## src/rtl/cpu_ctrl_fsm.sv

```systemverilog
`default_nettype none
// ---------------------------------------------------------------------------
// cpu_ctrl_fsm : Moore control FSM for a multi-cycle ARM-style DP datapath.
// Revision 1.0 : initial release
// ---------------------------------------------------------------------------
module cpu_ctrl_fsm (
  input  logic        clk,
  input  logic        rst,
  input  logic [31:0] IR,
  input  logic [3:0]  NZCV,
  output logic        Write_PC,
  output logic        Write_IR,
  output logic        Write_Reg,
  output logic        L_A,
  output logic        L_B,
  output logic        L_C,
  output logic        L_F,
  output logic [1:0]  rm_imm_s,
  output logic [2:0]  rs_imm_s,
  output logic [3:0]  ALU_OP,
  output logic [2:0]  SHIFT_OP,
  output logic        S,
  output logic [2:0]  state
);

  typedef enum logic [2:0] {
    IDLE   = 3'd0,
    FETCH  = 3'd1,
    DECODE = 3'd2,
    EXEC   = 3'd3,
    WB     = 3'd4
  } state_t;

  state_t      r_state;
  state_t      w_next;
  logic [3:0]  r_alu_op;
  logic [2:0]  r_shift_op;
  logic [1:0]  r_rm_imm_s;
  logic [2:0]  r_rs_imm_s;

  logic        w_n, w_z, w_c, w_v;
  logic        w_cond_ok;
  logic        w_is_cmp;
  logic        w_valid_dp;
  logic [1:0]  w_rm_sel;
  logic [2:0]  w_rs_sel;
  logic [2:0]  w_sh_sel;
  logic        w_unused_ir;

  assign {w_n, w_z, w_c, w_v} = NZCV;
  assign w_unused_ir = ^{IR[19:8], IR[3:0]};

  always_comb begin
    w_cond_ok = 1'b0;
    case (IR[31:28])
      4'd0:  w_cond_ok = w_z;
      4'd1:  w_cond_ok = ~w_z;
      4'd2:  w_cond_ok = w_c;
      4'd3:  w_cond_ok = ~w_c;
      4'd4:  w_cond_ok = w_n;
      4'd5:  w_cond_ok = ~w_n;
      4'd6:  w_cond_ok = w_v;
      4'd7:  w_cond_ok = ~w_v;
      4'd8:  w_cond_ok = w_c & ~w_z;
      4'd9:  w_cond_ok = ~w_c | w_z;
      4'd10: w_cond_ok = (w_n == w_v);
      4'd11: w_cond_ok = (w_n != w_v);
      4'd12: w_cond_ok = ~w_z & (w_n == w_v);
      4'd13: w_cond_ok = w_z | (w_n != w_v);
      4'd14: w_cond_ok = 1'b1;
      default: w_cond_ok = 1'b0;
    endcase
  end

  // Opcodes 1000-1011 are the compare group: legal only with S set.
  assign w_is_cmp   = (IR[24:23] == 2'b10);
  assign w_valid_dp = (IR[27:26] == 2'b00) &&
                      (IR[25] || !IR[4] || !IR[7]) &&
                      (!w_is_cmp || IR[20]);

  assign w_rm_sel = IR[25] ? 2'b01 : 2'b00;
  assign w_rs_sel = IR[25] ? 3'b010 : (IR[4] ? 3'b001 : 3'b000);
  assign w_sh_sel = IR[25] ? 3'b111 : {IR[6:5], IR[4]};

  always_ff @(posedge clk) begin
    if (rst) begin
      r_state    <= IDLE;
      r_alu_op   <= 4'd0;
      r_shift_op <= 3'd0;
      r_rm_imm_s <= 2'd0;
      r_rs_imm_s <= 3'd0;
    end else begin
      r_state <= w_next;
      if (r_state == EXEC) begin
        r_alu_op   <= IR[24:21];
        r_shift_op <= w_sh_sel;
        r_rm_imm_s <= w_rm_sel;
        r_rs_imm_s <= w_rs_sel;
      end
    end
  end

  always_comb begin
    w_next    = IDLE;
    Write_PC  = 1'b0;
    Write_IR  = 1'b0;
    Write_Reg = 1'b0;
    L_A       = 1'b0;
    L_B       = 1'b0;
    L_C       = 1'b0;
    L_F       = 1'b0;
    rm_imm_s  = 2'd0;
    rs_imm_s  = 3'd0;
    ALU_OP    = 4'd0;
    SHIFT_OP  = 3'd0;
    S         = 1'b0;
    case (r_state)
      IDLE: w_next = FETCH;
      FETCH: begin
        Write_PC = 1'b1;
        Write_IR = 1'b1;
        w_next   = DECODE;
      end
      DECODE: begin
        L_A    = 1'b1;
        L_B    = 1'b1;
        L_C    = 1'b1;
        w_next = (w_cond_ok && w_valid_dp) ? EXEC : FETCH;
      end
      EXEC: begin
        L_F      = 1'b1;
        ALU_OP   = IR[24:21];
        S        = IR[20];
        rm_imm_s = w_rm_sel;
        rs_imm_s = w_rs_sel;
        SHIFT_OP = w_sh_sel;
        w_next   = w_is_cmp ? FETCH : WB;
      end
      WB: begin
        Write_Reg = 1'b1;
        ALU_OP    = r_alu_op;
        SHIFT_OP  = r_shift_op;
        rm_imm_s  = r_rm_imm_s;
        rs_imm_s  = r_rs_imm_s;
        w_next    = FETCH;
      end
      default: w_next = IDLE;
    endcase
  end

  assign state = r_state;

endmodule
`default_nettype wire
```

## config.mk

```make
export PLATFORM = sky130hd
export DESIGN_NAME = cpu_ctrl_fsm
export DESIGN_NICKNAME = d
export VERILOG_FILES = /design/src/rtl/cpu_ctrl_fsm.sv
export SDC_FILE = /design/constraint.sdc
export NUM_CORES = 1
export LEC_CHECK = 0
export ABC_CLOCK_PERIOD_IN_PS = 1750
export BUFFER_PORTS_ARGS = -buffer_cell sky130_fd_sc_hd__buf_4
export CAP_MARGIN = 15
export CELL_PAD_IN_SITES_DETAIL_PLACEMENT = 0
export CELL_PAD_IN_SITES_GLOBAL_PLACEMENT = 1
export CORE_MARGIN = 3
export CORE_UTILIZATION = 25
export DETAILED_ROUTE_END_ITERATION = 6
export PLACE_DENSITY_LB_ADDON = 0.1
export SETUP_SLACK_MARGIN = 0.3
export SLEW_MARGIN = 20
export SYNTH_ARGS = -nofsm -noshare
export SYNTH_HDL_FRONTEND = slang
export SYNTH_SLANG_ARGS = --single-unit
```

## constraint.sdc

```tcl
create_clock -name clk -period 1.75 [get_ports clk]
set_clock_uncertainty 0.15 [all_clocks]
set_input_delay 0.35 -clock clk [delete_from_list [all_inputs] [get_ports clk]]
set_output_delay 0.35 -clock clk [all_outputs]
set_load 0.02 [all_outputs]
```

=== Word level (Yosys, flattened, before mapping) ===
Cells that the tools add are included.

* Flip-flop bits (word level): 15
* Bits of input ports: 38
* Output and inout port bits: 23

* Eq/ne operators: 21
* Muxes and demuxes: 17
* Bitwise logic cells: 8
* Reductions and logical operators: 13

{| class="wikitable"
|+ Operator list
! kind !! number
|-
| == test 4 bit (second input constant) || 7
|-
| == test 4 x 3 -> 1 bit (second input constant) || 4
|-
| one-hot mux 1 bit (15 select lines) || 1
|-
| one-hot mux 3 bit (2 select lines) || 2
|-
| one-hot mux 3 bit (4 select lines) || 1
|-
| == test 4 x 2 -> 1 bit (second input constant) || 2
|-
| one-hot mux 4 bit (2 select lines) || 1
|-
| two-way mux 1 bit || 7
|-
| == test 3 x 2 -> 1 bit (second input constant) || 2
|-
| two-way mux 3 bit || 2
|-
| == test 4 x 1 -> 1 bit (second input constant) || 1
|-
| zero test 4 bit || 1
|-
| two-way mux 2 bit || 2
|-
| inverter 1 bit || 4
|-
| one-hot mux 2 bit (2 select lines) || 1
|-
| == test 3 x 1 -> 1 bit (second input constant) || 1
|-
| == test 3 bit (second input constant) || 1
|-
| logical AND 1 bit || 3
|-
| zero test 1 bit || 3
|-
| zero test 3 bit || 1
|-
| logical OR 1 bit || 3
|-
| bitwise AND 1 bit || 2
|-
| == test 2 bit (second input constant) || 1
|-
| zero test 2 bit || 1
|-
| 4 further kinds || 5
|}

=== Depth between registers and ports, before layout ===
Gate-level depths: netlist of the first run.

* Depth after elaboration: 8
* Gate-level depth with buffers: 6
* Depth with buffers taken out: 5

=== Least setup slack after synthesis of the first run ===
No wires, ideal clock.

* Kind: register -> output
* From: register r_state[2] (netlist: state[2])
* To: output rs_imm_s[1]
* Arrival: 1.616 ns
* Path slack: -0.366 ns
* Cell stages (with the launch flop): 5
* Buffers on the path: 1
* Path through: dfxtp_1 -> nor3b_2 -> nand2_1 -> nand2_1 -> buf_4

* Cells in the longest elaborated chain, start to end: 2
* Elaborated cells between the ends (all ways): 3
* Classes of those cells: eq/ne: 2; mux: 1

{| class="wikitable"
|+ Ends and longest elaborated chain
! what !! RTL line !! text
|-
| start: declaration || 34 || <nowiki>state_t r_state;</nowiki>
|-
| start signal: assignment || 93 || <nowiki>r_state <= w_next;</nowiki>
|-
| == test 3 bit / == test 3 x 2 -> 1 bit (equally long branches) || 117 || <nowiki>case (r_state)</nowiki>
|-
| one-hot mux 3 bit (2 select lines) * || 117 ||
|-
| end: declaration || 19 || <nowiki>output logic [2:0] rs_imm_s,</nowiki>
|}

Every way passes the cells marked *; elsewhere a longest branch is shown, timed or not.

=== Worst setup path in the final report of the first run ===
* From: register r_state[2] (netlist: state[2])
* To: output S

* Cells in the longest elaborated chain, start to end: 2

{| class="wikitable"
|+ Ends and longest elaborated chain
! what !! RTL line !! text
|-
| == test 3 x 2 -> 1 bit || 117 ||
|-
| two-way mux 1 bit || 117 ||
|-
| end: declaration || 22 || <nowiki>output logic S,</nowiki>
|}

No other way between the ends.

==> results of run 1 <==
-- Yosys cell counts, types with 2 or more instances --
library cell / instances / area share
o21ai_0: 6 / 0.037
buf_4: 6 / 0.056
clkbuf_1: 5 / 0.023
nor3_1: 4 / 0.025
nor2b_1: 5 / 0.039
nor4_1: 3 / 0.023
nand3b_1: 2 / 0.019
xnor2_1: 2 / 0.022
nand2_1: 39 / 0.18
nor3b_1: 3 / 0.028
dfxtp_1: 12 / 0.30
nor2_1: 2 / 0.0093
a21oi_1: 10 / 0.062
mux2i_1: 2 / 0.025
-- worst reg2reg max path, delay by kind of cell, from the launching register on --
kind	cells	cell delay, ns
and+or+nand+nor	2	0.56
DFF	1	0.38
AOI/OAI and AO/OA	2	0.25
buffers and inverters	1	0.13
-- metal layers --
layer	track usage	wire, um	vias up
li1	-	-	491
met1	0.161	1150	428
met2	0.184	1150	29
met3	0.0486	133	2
met4	0.0248	11	0
met5	0	0	-
-- power by group --
| part | switching (uW) | internal (uW) | leakage, uW |
|---|---|---|---|
| clock | 90.5 | 82.5 | 0.0000154 |
| combinational | 108 | 113 | 0.000493 |
| sequential | 9.40 | 279 | 0.0000993 |
-- path summary, 6_finish.rpt --
kind                             startpoint            end  slack (ns)  depth (start not counted)
worst max-delay path               state[2]              S       -0.10                          5
worst min-delay path                    rst  r_rs_imm_s[1]        0.20                          2
worst max register to register     state[0]       state[1]        0.22                          5
worst min register to register  r_alu_op[1]    r_alu_op[1]        0.31                          2
-- what timing repair did --
action / 4_1_cts / 5_1_grt
endpoints found under the setup margin: 19 / 29
hold buffers: 0 / 0
resized for setup: 9 / 18
setup buffers: 6 / 4
pin swaps: 2 / 6
endpoints found under the hold margin: 0 / 0
cloned: 0 / 0
-- flip-flops by register name, summed over array words and instances (netlist names) --
signal	count
r_alu_op	4
r_shift_op	3
state	3
r_rs_imm_s	2
-- through the flow --
| step | setup WS [ns] | TNS [ns] | hold slack, ns | area, sq um |
|---|---|---|---|---|
| floorplan | -0.000123 | -0.000123 | 0.269 | 888 |
| CTS | -0.0827 | -0.535 | 0.188 | 1300 |
| global placement | 0.108 | 0 | 0.292 | 1200 |
| finish | -0.104 | -0.549 | 0.198 | 1400 |
| global route | -0.154 | -1.45 | 0.191 | 1400 |
| detailed placement | 0.120 | 0 | 0.297 | 1200 |
-- area by class of cell --
| class | instances | area [sq um] | area share |
|---|---|---|---|
| Clock buffer | 3 | 22.5 | 0.0161 |
| Tap cell | 44 | 55.1 | 0.0393 |
| Clock inverter | 1 | 3.75 | 0.00268 |
| Sequential cell | 12 | 251 | 0.179 |
| Multi-Input combinational cell | 92 | 581 | 0.414 |
| Timing Repair Buffer | 54 | 470 | 0.335 |
| Inverter | 3 | 18.8 | 0.0134 |
-- logic make-up (layout without fill, tap and decap cells) --
logic type	Yosys count	count (layout)	synth area share
buffers and inverters	15	61	0.0987
xor gates and xnor gates	3	3	0.0324
AOI/OAI and AO/OA	22	22	0.159
muxes	2	2	0.0247
and+or+nand+nor	63	63	0.384
DFF	12	12	0.296
other	1	2	0.00463
==> flow_summary_export.csv, run 1 <==
group,metric,value,unit
clocking,cts_buffers,3,
cells_and_area,diodes,0,
synth,ys_warn_count,0,
floorplan,core_area,3080,sq um
grt,grt_pass1_vias,836,
synth,async_reset_ff_frac,0,
sta,fmax,539,MHz
sta,hold_viol,0,
floorplan,die_y,63.0,um
setup_path,cp_cell_sequence,"nand3b_1, buf_4, buf_6, nor2_4, buf_6",
setup_path,critPathTopFamily,"buffers and inverters",
synth,netlist_instances,118,
status,violations,"setup timing",
status,status,"finished, violations left",
synth,syn_avg_cell_area,6.87,sq um
floorplan,rows,20,
clocking,cts_buffer_depth,2,
sta,setup_viol_count_final,12,
placed_design,routabilityCongestion,0.685,
setup_path,cp_slowest_stage_delay,0.36,ns
setup_path,worstPathRequired,1.25,ns
synth,ys_seq_area_frac,0.296,
setup_path,cp_slowest_cell,"dfxtp_4",
clocking,cts-root-buf,"clkbuf_4",
sta,worst_slack,-0.104,ns
clocking,path_clk_slew,0.08,ns
power_and_ir_drop,irDropWorstVdd,0.363,mV
routing,dr.pass1.iters,2,
setup_path,cp-start-kind,"register",
floorplan,initial_utilization,0.263,
cells_and_area,final_cell_mix,"buf_4, nand2_1, buf_6",
clocking,cts_max_level,1,
setup_path,arrival,1.35,ns
floorplan,dieArea,3960,sq um
cells_and_area,syn_to_final_growth,73.0,%
cells_and_area,final_common_cell,"buf_4",
clocking,cts_tree,"yes",
setup_path,crit_path_frequent_cell,"buf_6",
floorplan,die_width,63.0,um
setup_path,critPathKind,"reg2out",
cells_and_area,final_util,0.456,
cells_and_area,nFillCells,341,
grt,grt_first_pass_wirelength,3.85,mm
cells_and_area,drive_gt1_frac,0.497,
synth,yosys_most_used_dff,"dfxtp_1",
setup_path,crit_buf_inv,3,
synth,ys_seq_elements,12,
placed_design,dp_hpwl,1.67,mm
synth,synth_edf_count,0,
sta,grt_setup_unrepaired,"yes",
synth,synth.distinct_cells,31,
power_and_ir_drop,power_per_cell_area,486,nW/um^2
setup_path,critPathCaptureType,"output pin",
hold_path,hold_path.class,"in2reg",
grt,antenna_found_initial,0,
synth,post_synth_instance_area,811,sq um
clocking,cts.sinks,12,
clocking,clkLatencyLatePin,0.27,ns
setup_path,worstPathMaxFanout,4,
power_and_ir_drop,power.leakage,0.000608,uW
routing,wl_per_cell,11.7,um
sta,layout_min_cycle_time,1.85,ns
sta,finalCritPeriodShare,1.06,
cells_and_area,nets,204,
power_and_ir_drop,power,682,uW
grt,grt_max_degree,13,
routing,drt_iter0_drc,44,
floorplan,io-pin-count,61,
sta,slew_viol_final,0,
routing,vias,950,
routing,wl,2.45,mm
routing,drc_errors,0,
grt,grt_use_total,0.122,
routing,ant_nets,0,
grt,grt-ovfl-total,0,
routing,vias_per_cell,4.55,
run,cap_violations,0,
placed_design,port_buffers,42,
cells_and_area,fin_cells,209,
placed_design,dp_cells,195,
Power figures use the tool's default switching activity.
==> run 2, diff against run 1 <==
--- a/config.mk
+++ b/config.mk
@@ -14,6 +14,7 @@
 export CORE_UTILIZATION = 25
 export DETAILED_ROUTE_END_ITERATION = 6
 export PLACE_DENSITY_LB_ADDON = 0.1
+export REMOVE_ABC_BUFFERS = 1
 export SETUP_SLACK_MARGIN = 0.3
 export SLEW_MARGIN = 20
 export SYNTH_ARGS = -nofsm -noshare
==> run 2 against run 1 <==
Against the previous run: the run still ends with setup timing left; via count down 0.63%; critical path depth grew 1; global-route usage shrank 0.50 points; routed wire length decreased by 3.8%; worst setup slack improved by 0.062 ns; total power rose by 6.3%; clock power increased by 27%; cell count is the same; combinational power barely moved; sequential power about the same; critical path type unchanged; critical endpoint is now rs_imm_s[1]; largest power group unchanged.
==> flow_summary_export.csv, run 2 (synthesis results as in run 1) <==
group,metric,value,unit
status,status,"finished, violations left",
status,violations,"setup timing",
routing,wl_per_cell,11.3,um
setup_path,arrival,1.29,ns
sta,worst_slack,-0.0427,ns
hold_path,min_path_cells,3,
sta,setup_viol_count_final,10,
power_and_ir_drop,clockPowerShare,0.303,
floorplan,die_width,63.0,um
cells_and_area,nFillCells,324,
cells_and_area,diodes,0,
routing,vias_per_cell,4.52,
clocking,cts_buffers,3,
cells_and_area,final_util,0.452,
routing,wl,2.36,mm
cells_and_area,syn_to_final_growth,71.5,%
clocking,cts-root-buf,"clkbuf_4",
setup_path,crit_path_frequent_cell,"nand2_1",
setup_path,cp_slowest_stage_delay,0.33,ns
routing,ant_nets,0,
power_and_ir_drop,seqPwrFrac,0.396,
clocking,cts_max_level,1,
setup_path,cp_cell_sequence,"nand3b_1, buf_6, inv_8, nand2_1, nand2_1, buf_4",
clocking,cts_buffer_depth,2,
setup_path,r2r_slack,0.24,ns
sta,finalCritPeriodShare,1.02,
placed_design,dp_hpwl,1.70,mm
grt,grt_max_degree,13,
clocking,cts_tree,"yes",
power_and_ir_drop,power_per_cell_area,522,nW/um^2
power_and_ir_drop,power.leakage,0.000624,uW
power_and_ir_drop,irDropWorstVdd,0.408,mV
sta,fmax,558,MHz
sta,tns,-0.208,ns
grt,antenna_found_initial,0,
cells_and_area,multi_input_area,546,sq um
sta,layout_min_cycle_time,1.79,ns
placed_design,placed_area,1150,sq um
setup_path,cp_slowest_cell,"dfxtp_2",
routing,drt_iter0_drc,21,
floorplan,dieArea,3960,sq um
setup_path,r2r_cells,6,
grt,grt_first_pass_wirelength,3.73,mm
hold_path,holdCritStartpoint,"IR[22]",
power_and_ir_drop,switching_share,0.286,
cells_and_area,seq_area,249,sq um
floorplan,core_area,3080,sq um
placed_design,routabilityCongestion,0.682,
cells_and_area,largest_reg_flops,4,
floorplan,initial_utilization,0.263,
sta,hold_viol,0,
power_and_ir_drop,p_comb_frac,0.301,
grt,grt_use_total,0.117,
cells_and_area,fin_area,1390,sq um
placed_design,port_buffers,42,
cells_and_area,regMostFlops,"r_alu_op",
setup_path,critPathCaptureType,"output pin",
hold_path,hold_path.class,"in2reg",
floorplan,rows,20,
setup_path,cp-start-kind,"register",
routing,dr.pass1.iters,4,
floorplan,io-pin-count,61,
setup_path,worst_r2r_endpoint,"state[1]",
sta,grt_setup_unrepaired,"yes",
power_and_ir_drop,p_int,518,uW
run,cap_violations,0,
hold_path,hold_end,"r_alu_op[1]",
clocking,path_clk_slew,0.08,ns
sta,slew_viol_final,0,
grt,grt-ovfl-total,0,
clocking,cts_hold_buf,0,
setup_path,worstPathRequired,1.25,ns
cells_and_area,drive_gt1_frac,0.436,
floorplan,die_y,63.0,um
grt,grt_pass1_vias,893,
setup_path,critPathKind,"reg2out",
setup_path,worstPathMaxFanout,5,
power_and_ir_drop,switchingPower,207,uW
clocking,clkLatencyLatePin,0.27,ns
clocking,cts.sinks,12,
routing,drc_errors,0,
cells_and_area,final_common_cell,"nand2_1",
routing,vias,944,
cells_and_area,nets,204,
setup_path,rr_startpoint,"state[0]",
cells_and_area,final_cell_mix,"nand2_1, buf_4, buf_6",
[run 2: cell count changes in the layout (fill, tap and decap cells not counted), moves of 5 or more]
cell | previous run | this run
nand2_1 | 27 | 37
buf_4 | 39 | 33
buf_6 | 14 | 19
nand2_2 | 12 | 2
[run 2: power groups by stage]
stage	sequential, uW	clock [uW]	combinational (uW)
floorplan	300	0	74.1
global placement	294	0	177
detailed placement	295	0	178
CTS	287	231	207
global route	289	242	236
finish	287	220	218
[run 2: area by class of cell]
class,count,area share
timing repair inverter,1,0.00630
sequential,12,0.179
inverter,3,0.0135
tap,44,0.0396
clock buffer,4,0.0261
timing repair buffer,53,0.343
multi-input combinational,92,0.392
[run 2: critical path: cells and delay by family, from the launching register on]
family,cells,cell delay (ns)
buf+inv,3,0.36
flops,1,0.33
simple gates,3,0.32
[run 2: how the worst max path moves through the flow]
stage	depth (start not counted)	from	to	slack [ns]
5_1_grt	6	state[2]	rm_imm_s[0]	-0.12
2_1_floorplan	2	state[1]	L_A	-0.61
6_report	6	state[2]	rs_imm_s[1]	-0.04
3_5_place_dp	5	state[1]	SHIFT_OP[0]	0.03
4_1_cts	4	state[2]	S	-0.06
3_3_place_gp	5	state[1]	SHIFT_OP[1]	0.04
[run 2: timing repair]
item	in CTS	in global routing
setup buffers	4	2
pin swaps	4	4
cloned	0	1
gates resized for setup	29	16
endpoints found under the setup margin	21	21
[run 2: per-stage QoR]
stage | total power [uW] | hold slack (ns) | worst slack [ns] | cells
3_5_place_dp | 473 | 0.298 | 0.0287 | 198
4_1_cts | 725 | 0.183 | -0.0554 | 206
6_report | 725 | 0.184 | -0.0427 | 209
3_3_place_gp | 471 | 0.292 | 0.0432 | 198
5_1_grt | 767 | 0.181 | -0.121 | 209
2_1_floorplan | 374 | 0.269 | -0.612 | 107
[run 2: routing by layer]
| metal | GRT usage | part of all wire |
|---|---|---|
| met5 | 0 | 0 |
| met3 | 0.0450 | 0.060 |
| met2 | 0.216 | 0.51 |
| met1 | 0.123 | 0.43 |
| met4 | 0.0248 | 0.0042 |
==> run 3, diff against run 2 <==
--- a/config.mk
+++ b/config.mk
@@ -5,7 +5,7 @@
 export SDC_FILE = /design/constraint.sdc
 export NUM_CORES = 1
 export LEC_CHECK = 0
-export ABC_CLOCK_PERIOD_IN_PS = 1750
+export ABC_CLOCK_PERIOD_IN_PS = 1700
 export BUFFER_PORTS_ARGS = -buffer_cell sky130_fd_sc_hd__buf_4
 export CAP_MARGIN = 15
 export CELL_PAD_IN_SITES_DETAIL_PLACEMENT = 0
==> constraint.sdc (replaced) <==
create_clock -name clk -period 1.7 [get_ports clk]
set_clock_uncertainty 0.15 [all_clocks]
set_input_delay 0.34 -clock clk [delete_from_list [all_inputs] [get_ports clk]]
set_output_delay 0.34 -clock clk [all_outputs]
set_load 0.02 [all_outputs]
==> run 3 against run 2 <==
Against the previous run: the flow still finishes with violations (setup timing); worst setup slack worse by 0.040 ns; sequential share of layout area is 0.27 points lower; combinational power is 5% higher; clock power is 3% higher; largest power group unchanged; critical path type unchanged.
==> flow_summary_export.csv, run 3 (synthesis results as in run 1) <==
group,metric,value,unit
floorplan,core_area,3080,sq um
floorplan,die_width,63.0,um
setup_path,worstPathRequired,1.21,ns
setup_path,critPathTopFamily,"buffers and inverters",
grt,grt-ovfl-total,0,
sta,hold_viol,0,
cells_and_area,fin_cells,210,
cells_and_area,seq_area,249,sq um
hold_path,min_path_cells,2,
floorplan,dieArea,3960,sq um
setup_path,worstPathMaxFanout,5,
setup_path,crit_path_frequent_cell,"nand2_1",
placed_design,routabilityCongestion,0.682,
clocking,path_clk_slew,0.08,ns
clocking,cts_tree,"yes",
setup_path,cp_cell_sequence,"nand3b_1, buf_6, inv_8, nand2_1, nand2_1, buf_4",
power_and_ir_drop,power_per_cell_area,531,nW/um^2
grt,grt_max_degree,13,
cells_and_area,largest_reg_flops,4,
floorplan,die_y,63.0,um
cells_and_area,diodes,0,
setup_path,cp_slowest_cell,"dfxtp_2",
grt,grt_pass1_vias,877,
setup_path,cp-start-kind,"register",
routing,wl_met1,955,um
cells_and_area,multi_input_area,546,sq um
routing,dr_wl_met3,151,um
clocking,clkLatencyLatePin,0.27,ns
floorplan,initial_utilization,0.263,
grt,grt_use_total,0.115,
cells_and_area,nets,205,
placed_design,placed_area,1150,sq um
clocking,cts_buffers,3,
grt,antenna_found_initial,0,
setup_path,cp_slowest_stage_delay,0.33,ns
clocking,cts_max_level,1,
sta,setup_viol_count_final,12,
hold_path,hold_path.class,"in2reg",
status,status,"finished, violations left",
sta,slew_viol_final,0,
power_and_ir_drop,power,749,uW
sta,layout_min_cycle_time,1.78,ns
clocking,cts.sinks,12,
setup_path,arrival,1.29,ns
clocking,cts_buffer_depth,2,
status,violations,"setup timing",
run,cap_violations,0,
floorplan,io-pin-count,61,
routing,dr.pass1.iters,4,
routing,drt_iter0_drc,19,
clocking,cts_hold_buf,0,
routing,vias_per_cell,4.52,
clocking,cts-root-buf,"clkbuf_4",
routing,highest_layer,"met4",
cells_and_area,nFillCells,324,
cells_and_area,final_cell_mix,"nand2_1, buf_4, buf_6",
routing,drc_errors,0,
cells_and_area,syn_to_final_growth,74.1,%
cells_and_area,drive_gt1_frac,0.440,
sta,grt_setup_unrepaired,"yes",
power_and_ir_drop,irDropWorstVdd,0.419,mV
setup_path,critPathKind,"reg2out",
routing,vias,950,
placed_design,dp_hpwl,1.70,mm
setup_path,crit_buf_inv,3,
power_and_ir_drop,power.leakage,0.000632,uW
setup_path,cp.depth,6,
cells_and_area,fin_area,1410,sq um
routing,ant_nets,0,
sta,worst_slack,-0.0826,ns
sta,finalCritPeriodShare,1.05,
cells_and_area,final_common_cell,"nand2_1",
routing,wl_per_cell,11.1,um
setup_path,critPathCaptureType,"output pin",
grt,grt_first_pass_wirelength,3.67,mm
routing,wl,2.33,mm
cells_and_area,regMostFlops,"r_alu_op",
sta,fmax,561,MHz
setup_path,r2r_cells,6,
routing,wl_met2,1.22,mm
placed_design,dp_cells,198,
floorplan,rows,20,
placed_design,port_buffers,42,
## run 3: changes by cell type in the layout (fill, tap and decap cells not counted)
cell   previous run  this run
buf_6            19        22
buf_4            33        31
inv_2             1         0
inv_4             0         1
## run 3: layer usage
layer | vias to the layer above | global-route usage
li1 | 494 | -
met1 | 426 | 0.122
met2 | 28 | 0.211
met3 | 2 | 0.0450
met4 | 0 | 0.0248
met5 | - | 0
## run 3: power by group
| part | internal [uW] | switching, uW | leakage, uW |
|---|---|---|---|
| Clock | 130 | 95.4 | 0.0000210 |
| Combinational | 117 | 111 | 0.000512 |
| Sequential | 289 | 7.05 | 0.0000990 |
## run 3: repair_timing
item	in CTS	in global routing
setup endpoints to repair	21	22
gates cloned	0	1
pin swaps	4	5
gates resized for setup	32	17
buffers inserted	4	3
## run 3: through the flow
stage	hold slack, ns	util	worst slack [ns]	TNS, ns
after global routing	0.171	0.459	-0.161	-1.82
after CTS	0.173	0.430	-0.0954	-0.817
after detailed placement	0.298	0.375	-0.0113	-0.0179
final	0.174	0.459	-0.0826	-0.670
after floorplan	0.259	-	-0.652	-6.58
after global placement	0.292	0.375	0.00317	0
## run 3: worst reg2reg max path, delay by kind of cell (launching register included)
family	cells	cell delay [ns]
flip-flops	1	0.37
AO/OA/AOI/OAI	2	0.24
AND/OR/NAND/NOR	2	0.55
buffers and inverters	2	0.16
## run 3: worst paths after layout
kind	startpoint	slack, ns	to
setup / recovery	state[2]	-0.08	rs_imm_s[1]
hold / removal	rst	0.17	r_shift_op[2]
setup reg to reg	state[1]	0.16	state[1]
hold reg to reg	r_shift_op[2]	0.31	r_shift_op[2]
## run 3: cell type report
| type | instances | share of cell area |
|---|---|---|
| Multi-Input combinational cell | 92 | 0.387 |
| Timing Repair Buffer | 54 | 0.351 |
| Sequential cell | 12 | 0.176 |
| Tap cell | 44 | 0.0390 |
| Clock buffer | 4 | 0.0257 |
| Inverter | 3 | 0.0151 |
| Timing Repair inverter | 1 | 0.00621 |
